### src/rtl/fetch_unit.sv
// Instruction fetch stage: synchronous-read IMEM interface, output register plus one-entry skid buffer.
// Optional performance counters (fetch_count, stall_count) are enabled by defining FETCH_PERF_CNT_EN.
module fetch_unit #(
   parameter logic [31:0] RESET_PC   = 32'h0000_0000,
   parameter int          IMEM_BYTES = 256
) (
   input  logic        clk,
   input  logic        reset,
   output logic [31:0] read_address,
   input  logic [31:0] instruction,
   input  logic        redirect,
   input  logic [31:0] redirect_target,
   output logic        if_valid,
   input  logic        out_ready,
   output logic [31:0] if_instruction,
   output logic [31:0] if_pc,
   output logic [31:0] if_pc_plus4
`ifdef FETCH_PERF_CNT_EN
   ,
   output logic [31:0] fetch_count,
   output logic [31:0] stall_count
`endif
);

   localparam logic [31:0] LAST_PC = 32'(IMEM_BYTES - 4);

   function automatic logic [31:0] nextAddr(input logic [31:0] pc);
      return (pc == LAST_PC) ? 32'd0 : pc + 32'd4;
   endfunction

   logic [31:0] r_fetchPc;
   logic        r_reqValid;
   logic [31:0] r_reqPc;

   logic        r_outValid;
   logic [31:0] r_outInstr;
   logic [31:0] r_outPc;
   logic [31:0] r_outPlus4;

   logic        r_skidValid;
   logic [31:0] r_skidInstr;
   logic [31:0] r_skidPc;
   logic [31:0] r_skidPlus4;

   logic        w_transfer;
   logic        w_outFree;
   logic [31:0] w_rspPlus4;
   logic [31:0] w_targetAligned;
   logic        w_issue;

   logic        w_outValidNext;
   logic [31:0] w_outInstrNext;
   logic [31:0] w_outPcNext;
   logic [31:0] w_outPlus4Next;
   logic        w_skidValidNext;
   logic [31:0] w_skidInstrNext;
   logic [31:0] w_skidPcNext;
   logic [31:0] w_skidPlus4Next;

   assign read_address    = r_fetchPc;
   assign if_valid        = r_outValid;
   assign if_instruction  = r_outInstr;
   assign if_pc           = r_outPc;
   assign if_pc_plus4     = r_outPlus4;

   assign w_transfer      = r_outValid && out_ready;
   assign w_outFree       = !r_outValid || out_ready;
   assign w_rspPlus4      = nextAddr(r_reqPc);
   assign w_targetAligned = redirect_target & 32'hFFFF_FFFC;

   // Older skid entry always drains into the output register before the in-flight response.
   always_comb begin
      w_outValidNext  = r_outValid;
      w_outInstrNext  = r_outInstr;
      w_outPcNext     = r_outPc;
      w_outPlus4Next  = r_outPlus4;
      w_skidValidNext = r_skidValid;
      w_skidInstrNext = r_skidInstr;
      w_skidPcNext    = r_skidPc;
      w_skidPlus4Next = r_skidPlus4;
      if (w_outFree) begin
         if (r_skidValid) begin
            w_outValidNext  = 1'b1;
            w_outInstrNext  = r_skidInstr;
            w_outPcNext     = r_skidPc;
            w_outPlus4Next  = r_skidPlus4;
            w_skidValidNext = r_reqValid;
            w_skidInstrNext = instruction;
            w_skidPcNext    = r_reqPc;
            w_skidPlus4Next = w_rspPlus4;
         end else begin
            w_outValidNext = r_reqValid;
            if (r_reqValid) begin
               w_outInstrNext = instruction;
               w_outPcNext    = r_reqPc;
               w_outPlus4Next = w_rspPlus4;
            end
         end
      end else if (r_reqValid) begin
         w_skidValidNext = 1'b1;
         w_skidInstrNext = instruction;
         w_skidPcNext    = r_reqPc;
         w_skidPlus4Next = w_rspPlus4;
      end
      w_issue = !redirect && !(w_outValidNext && w_skidValidNext);
   end

   always_ff @(posedge clk or posedge reset) begin
      if (reset) begin
         r_fetchPc   <= RESET_PC;
         r_reqValid  <= 1'b0;
         r_reqPc     <= 32'd0;
         r_outValid  <= 1'b0;
         r_skidValid <= 1'b0;
      end else if (redirect) begin
         r_fetchPc   <= w_targetAligned;
         r_reqValid  <= 1'b0;
         r_outValid  <= 1'b0;
         r_skidValid <= 1'b0;
      end else begin
         r_outValid  <= w_outValidNext;
         r_skidValid <= w_skidValidNext;
         r_reqValid  <= w_issue;
         if (w_issue) begin
            r_reqPc   <= r_fetchPc;
            r_fetchPc <= nextAddr(r_fetchPc);
         end
      end
   end

   // Payload registers follow the valid bits; a flush only needs to drop the valids.
   always_ff @(posedge clk or posedge reset) begin
      if (reset) begin
         r_outInstr  <= 32'd0;
         r_outPc     <= 32'd0;
         r_outPlus4  <= 32'd0;
         r_skidInstr <= 32'd0;
         r_skidPc    <= 32'd0;
         r_skidPlus4 <= 32'd0;
      end else begin
         r_outInstr  <= w_outInstrNext;
         r_outPc     <= w_outPcNext;
         r_outPlus4  <= w_outPlus4Next;
         r_skidInstr <= w_skidInstrNext;
         r_skidPc    <= w_skidPcNext;
         r_skidPlus4 <= w_skidPlus4Next;
      end
   end

`ifdef FETCH_PERF_CNT_EN
   logic [31:0] r_fetchCount;
   logic [31:0] r_stallCount;

   assign fetch_count = r_fetchCount;
   assign stall_count = r_stallCount;

   always_ff @(posedge clk or posedge reset) begin
      if (reset) begin
         r_fetchCount <= 32'd0;
         r_stallCount <= 32'd0;
      end else begin
         if (w_transfer) r_fetchCount <= r_fetchCount + 32'd1;
         if (r_outValid && !out_ready) r_stallCount <= r_stallCount + 32'd1;
      end
   end
`endif

endmodule

### config.mk
export PLATFORM = sky130hd
export DESIGN_NAME = fetch_unit
export DESIGN_NICKNAME = d
export VERILOG_FILES = /design/src/rtl/fetch_unit.sv
export SDC_FILE = /design/constraint.sdc
export NUM_CORES = 1
export LEC_CHECK = 0
export BUFFER_PORTS_ARGS = -buffer_cell sky130_fd_sc_hd__buf_4
export CAP_MARGIN = 20
export CORE_ASPECT_RATIO = 1.25
export CORE_MARGIN = 2
export CORE_UTILIZATION = 30
export CTS_CLUSTER_DIAMETER = 120
export DETAILED_ROUTE_END_ITERATION = 16
export SLEW_MARGIN = 25
export SYNTH_ARGS = -nofsm -noshare
export SYNTH_HDL_FRONTEND = slang
export SYNTH_SLANG_ARGS = --single-unit
### constraint.sdc
create_clock -name clk -period 9.9 [get_ports clk]
set_clock_uncertainty 0.05 [all_clocks]
set_input_delay 1.485 -clock clk [delete_from_list [all_inputs] [get_ports clk]]
set_output_delay 1.485 -clock clk [all_outputs]
set_load 0.01 [all_outputs]
==> qor.csv <==
metric,value,unit
Final Hold Vio Count,0,
Slew HR,40.51,%
width of the die,180.2,um
CTS tree,yes,
Reg2Reg Capture Point,read_address[24],
via count,9410,
utilization after layout,37.51,%
met3 WL,1.769,mm
Final ANT Viol Nets,0,
Die Height,224.2,um
fmax,238.3,MHz
"non-filler cells, final",1926,
GR Overflow Total,0,
Area Growth Syn to Fin,23.22,%
"FFs w/ async S/R, synth",100.0,%
Seq cells post-synth,247,
maxcap violations,0,
Critical Path RT,10280,ps
CTS root buffer,clkbuf_16,
Starting Density,30.44,%
Setup crit start kind,flip-flop,
status,finished clean,
share of cells above drive strength 1,18.55,%
Tmin final,4196,ps
# DRC,0,
Yosys warning total,0,
IO Pins,197,
cells after synthesis,1284,
# rows,80,
Max VDD drop,0.0001156,V
syn_area_per_cell,9.065,um^2
Via density,4.886,
hold path depth,2,
main area contributors after synthesis,"dfrtp_1, nand2_1, mux2i_1",
Final Cycle Share,42.39,%
HPWL Detailed,20.87,mm
"EDFF count, synth",0,
Hold WS,413.0,ps
Final Wtd Congestion,0.8378,
Max Slew Vio Count,0,
pin count of the biggest net entering global routing,138,
post-CTS setup buffer count,0,
pwr/cell area,212.4,nW/um^2
Synth Flop Type,dfrtp_1,
first drt pass iteration count,5,
Synth top area share,53.10,%
H-tree depth,1,
Port Buffers,188,
initial antenna violation count,0,
sequential area share after synthesis,53.10,%
critical path endpoint,read_address[24],
Die Footprint,40400,um^2
Worst-path clk slew,60,ps
CTS resizes,0,
kind of critical path,reg -> reg,
total power,3.046,mW
Layout fillers,3894,
TritonCTS buffer count,28,
first-pass GRT wire length,50.38,mm
CP endpoint kind,flip-flop,
depth of the most critical reg-to-reg path,8,
WL/cell,16.48,um
hold_buf cts,0,
placed instance count,1876,
vias in the first global route,8910,
Post-DP Area,13370,um^2
measured slew at the worst slew-check pin,892.4,ps
clk_lat worst skew,550,ps
First DRT Iteration DRCs,563,
CP max FO,45,
Critical R2R Launch,r_skidValid,
setup TNS,0,ps
Routed met2 length,14.70,mm
Leak,6.490,nW
total clock sinks,247,
worst setup path startpoint,r_skidValid,
Nets,1485,
HP Class,reg -> reg,
# diodes,0,
Crit path arrival time,4580,ps
unrepaired setup endpoints after global routing,false,
final wirelength,31.74,mm
Tot GR Track Use,15.32,%
PnR worst setup slack,5704,ps
Final Setup Violations,0,
Final Cell Area,14340,um^2
uppermost routed layer,met4,
"worst slack, placed",5273,ps
Yosys cell types,60,
core area,38240,um^2
M1 WL,14.67,mm
Synth area leader,dfrtp_1,
clk buf depth,3,
R2R setup slack,5700,ps
synthesized cell area,11640,um^2
[how the worst min path moves through the flow]
stage,end,slack (ps),startpoint
after floorplan,r_skidInstr[0],390,r_skidInstr[0]
after global placement,r_skidInstr[11],400,r_skidInstr[11]
after detailed placement,r_skidPc[11],410,r_skidPc[11]
after CTS,r_skidPc[12],420,r_skidPc[12]
after global routing,r_skidPc[27],430,r_skidPc[27]
final,r_skidPc[12],410,r_skidPc[12]
[final cells by class]
| type | count | area, um^2 | share of cell area (%) |
|---|---|---|---|
| multi-input combinational | 922 | 5009 | 34.92 |
| timing repair buffer | 199 | 1526 | 10.64 |
| sequential | 247 | 6185 | 43.12 |
| inverter | 17 | 76.32 | 0.5321 |
| clock inverter | 9 | 103.9 | 0.7241 |
| tap | 492 | 615.6 | 4.292 |
| clock buffer | 40 | 827.0 | 5.766 |
[critical path, cell delays in order (launching register included)]
cell,delay (ps)
dfrtp_4,930
clkinv_1,730
maj3_2,750
nand2_1,150
buf_4,320
clkinv_1,260
buf_4,320
a31o_1,220
a221o_1,280
[Yosys cell counts (20+ instances only)]
| library cell | instances |
|---|---|
| dfrtp_1 | 247 |
| nor4_1 | 20 |
| nor2_1 | 58 |
| clkbuf_1 | 67 |
| nand3_1 | 22 |
| o21ai_0 | 123 |
| mux2i_1 | 70 |
| nand2_1 | 381 |
| nand4_1 | 20 |
| xor2_1 | 23 |
| nor3_1 | 25 |
| a21oi_1 | 32 |
[power by group]
part / internal (mW) / leakage, nW / switching [mW] / total, mW
registers: 1.23 / 3.06 / 0.184 / 1.42
clock network: 0.629 / 0.455 / 0.414 / 1.04
logic: 0.269 / 2.97 / 0.318 / 0.587
[registers in the layout, indices dropped and copies added, names as in the netlist, 30 cells and up]
name / flops
if_instruction: 32
if_pc: 30
if_pc_plus4: 30
r_reqPc: 30
r_skidInstr: 32
r_skidPc: 30
r_skidPlus4: 30
read_address: 30
[cells by family (layout without fill, tap and decap cells)]
| family | after synthesis | in the layout | synth area share, % |
|---|---|---|---|
| other | 1 | 6 | 0.03222 |
| multiplexers | 72 | 72 | 6.213 |
| flip-flops | 247 | 247 | 53.10 |
| adder cells (fa/ha/maj) | 3 | 3 | 0.3117 |
| AO/OA/AOI/OAI | 222 | 222 | 11.27 |
| AND/OR/NAND/NOR | 578 | 578 | 21.66 |
| XOR/XNOR | 41 | 41 | 3.085 |
| buffers and inverters | 120 | 265 | 4.332 |
[routing by layer]
| metal | vias to the layer above | GRT usage, % |
|---|---|---|
| met3 | 33 | 2.785 |
| met2 | 269 | 24.34 |
| met1 | 4495 | 21.44 |
| met4 | 0 | 4.344 |
| li1 | 4613 | - |
| met5 | - | 0 |
[cells in the final DEF, fill, tap and decap left out, types with 23 or more instances in the layout]
master,Yosys,layout
nand2_1,381,381
dfrtp_1,247,246
buf_4,6,197
o21ai_0,123,122
mux2i_1,70,70
nor2_1,58,58
a21oi_1,32,32
clkbuf_16,0,29
nor3_1,25,24
xor2_1,23,23
Note: power is estimated with default switching activity, not from simulation.
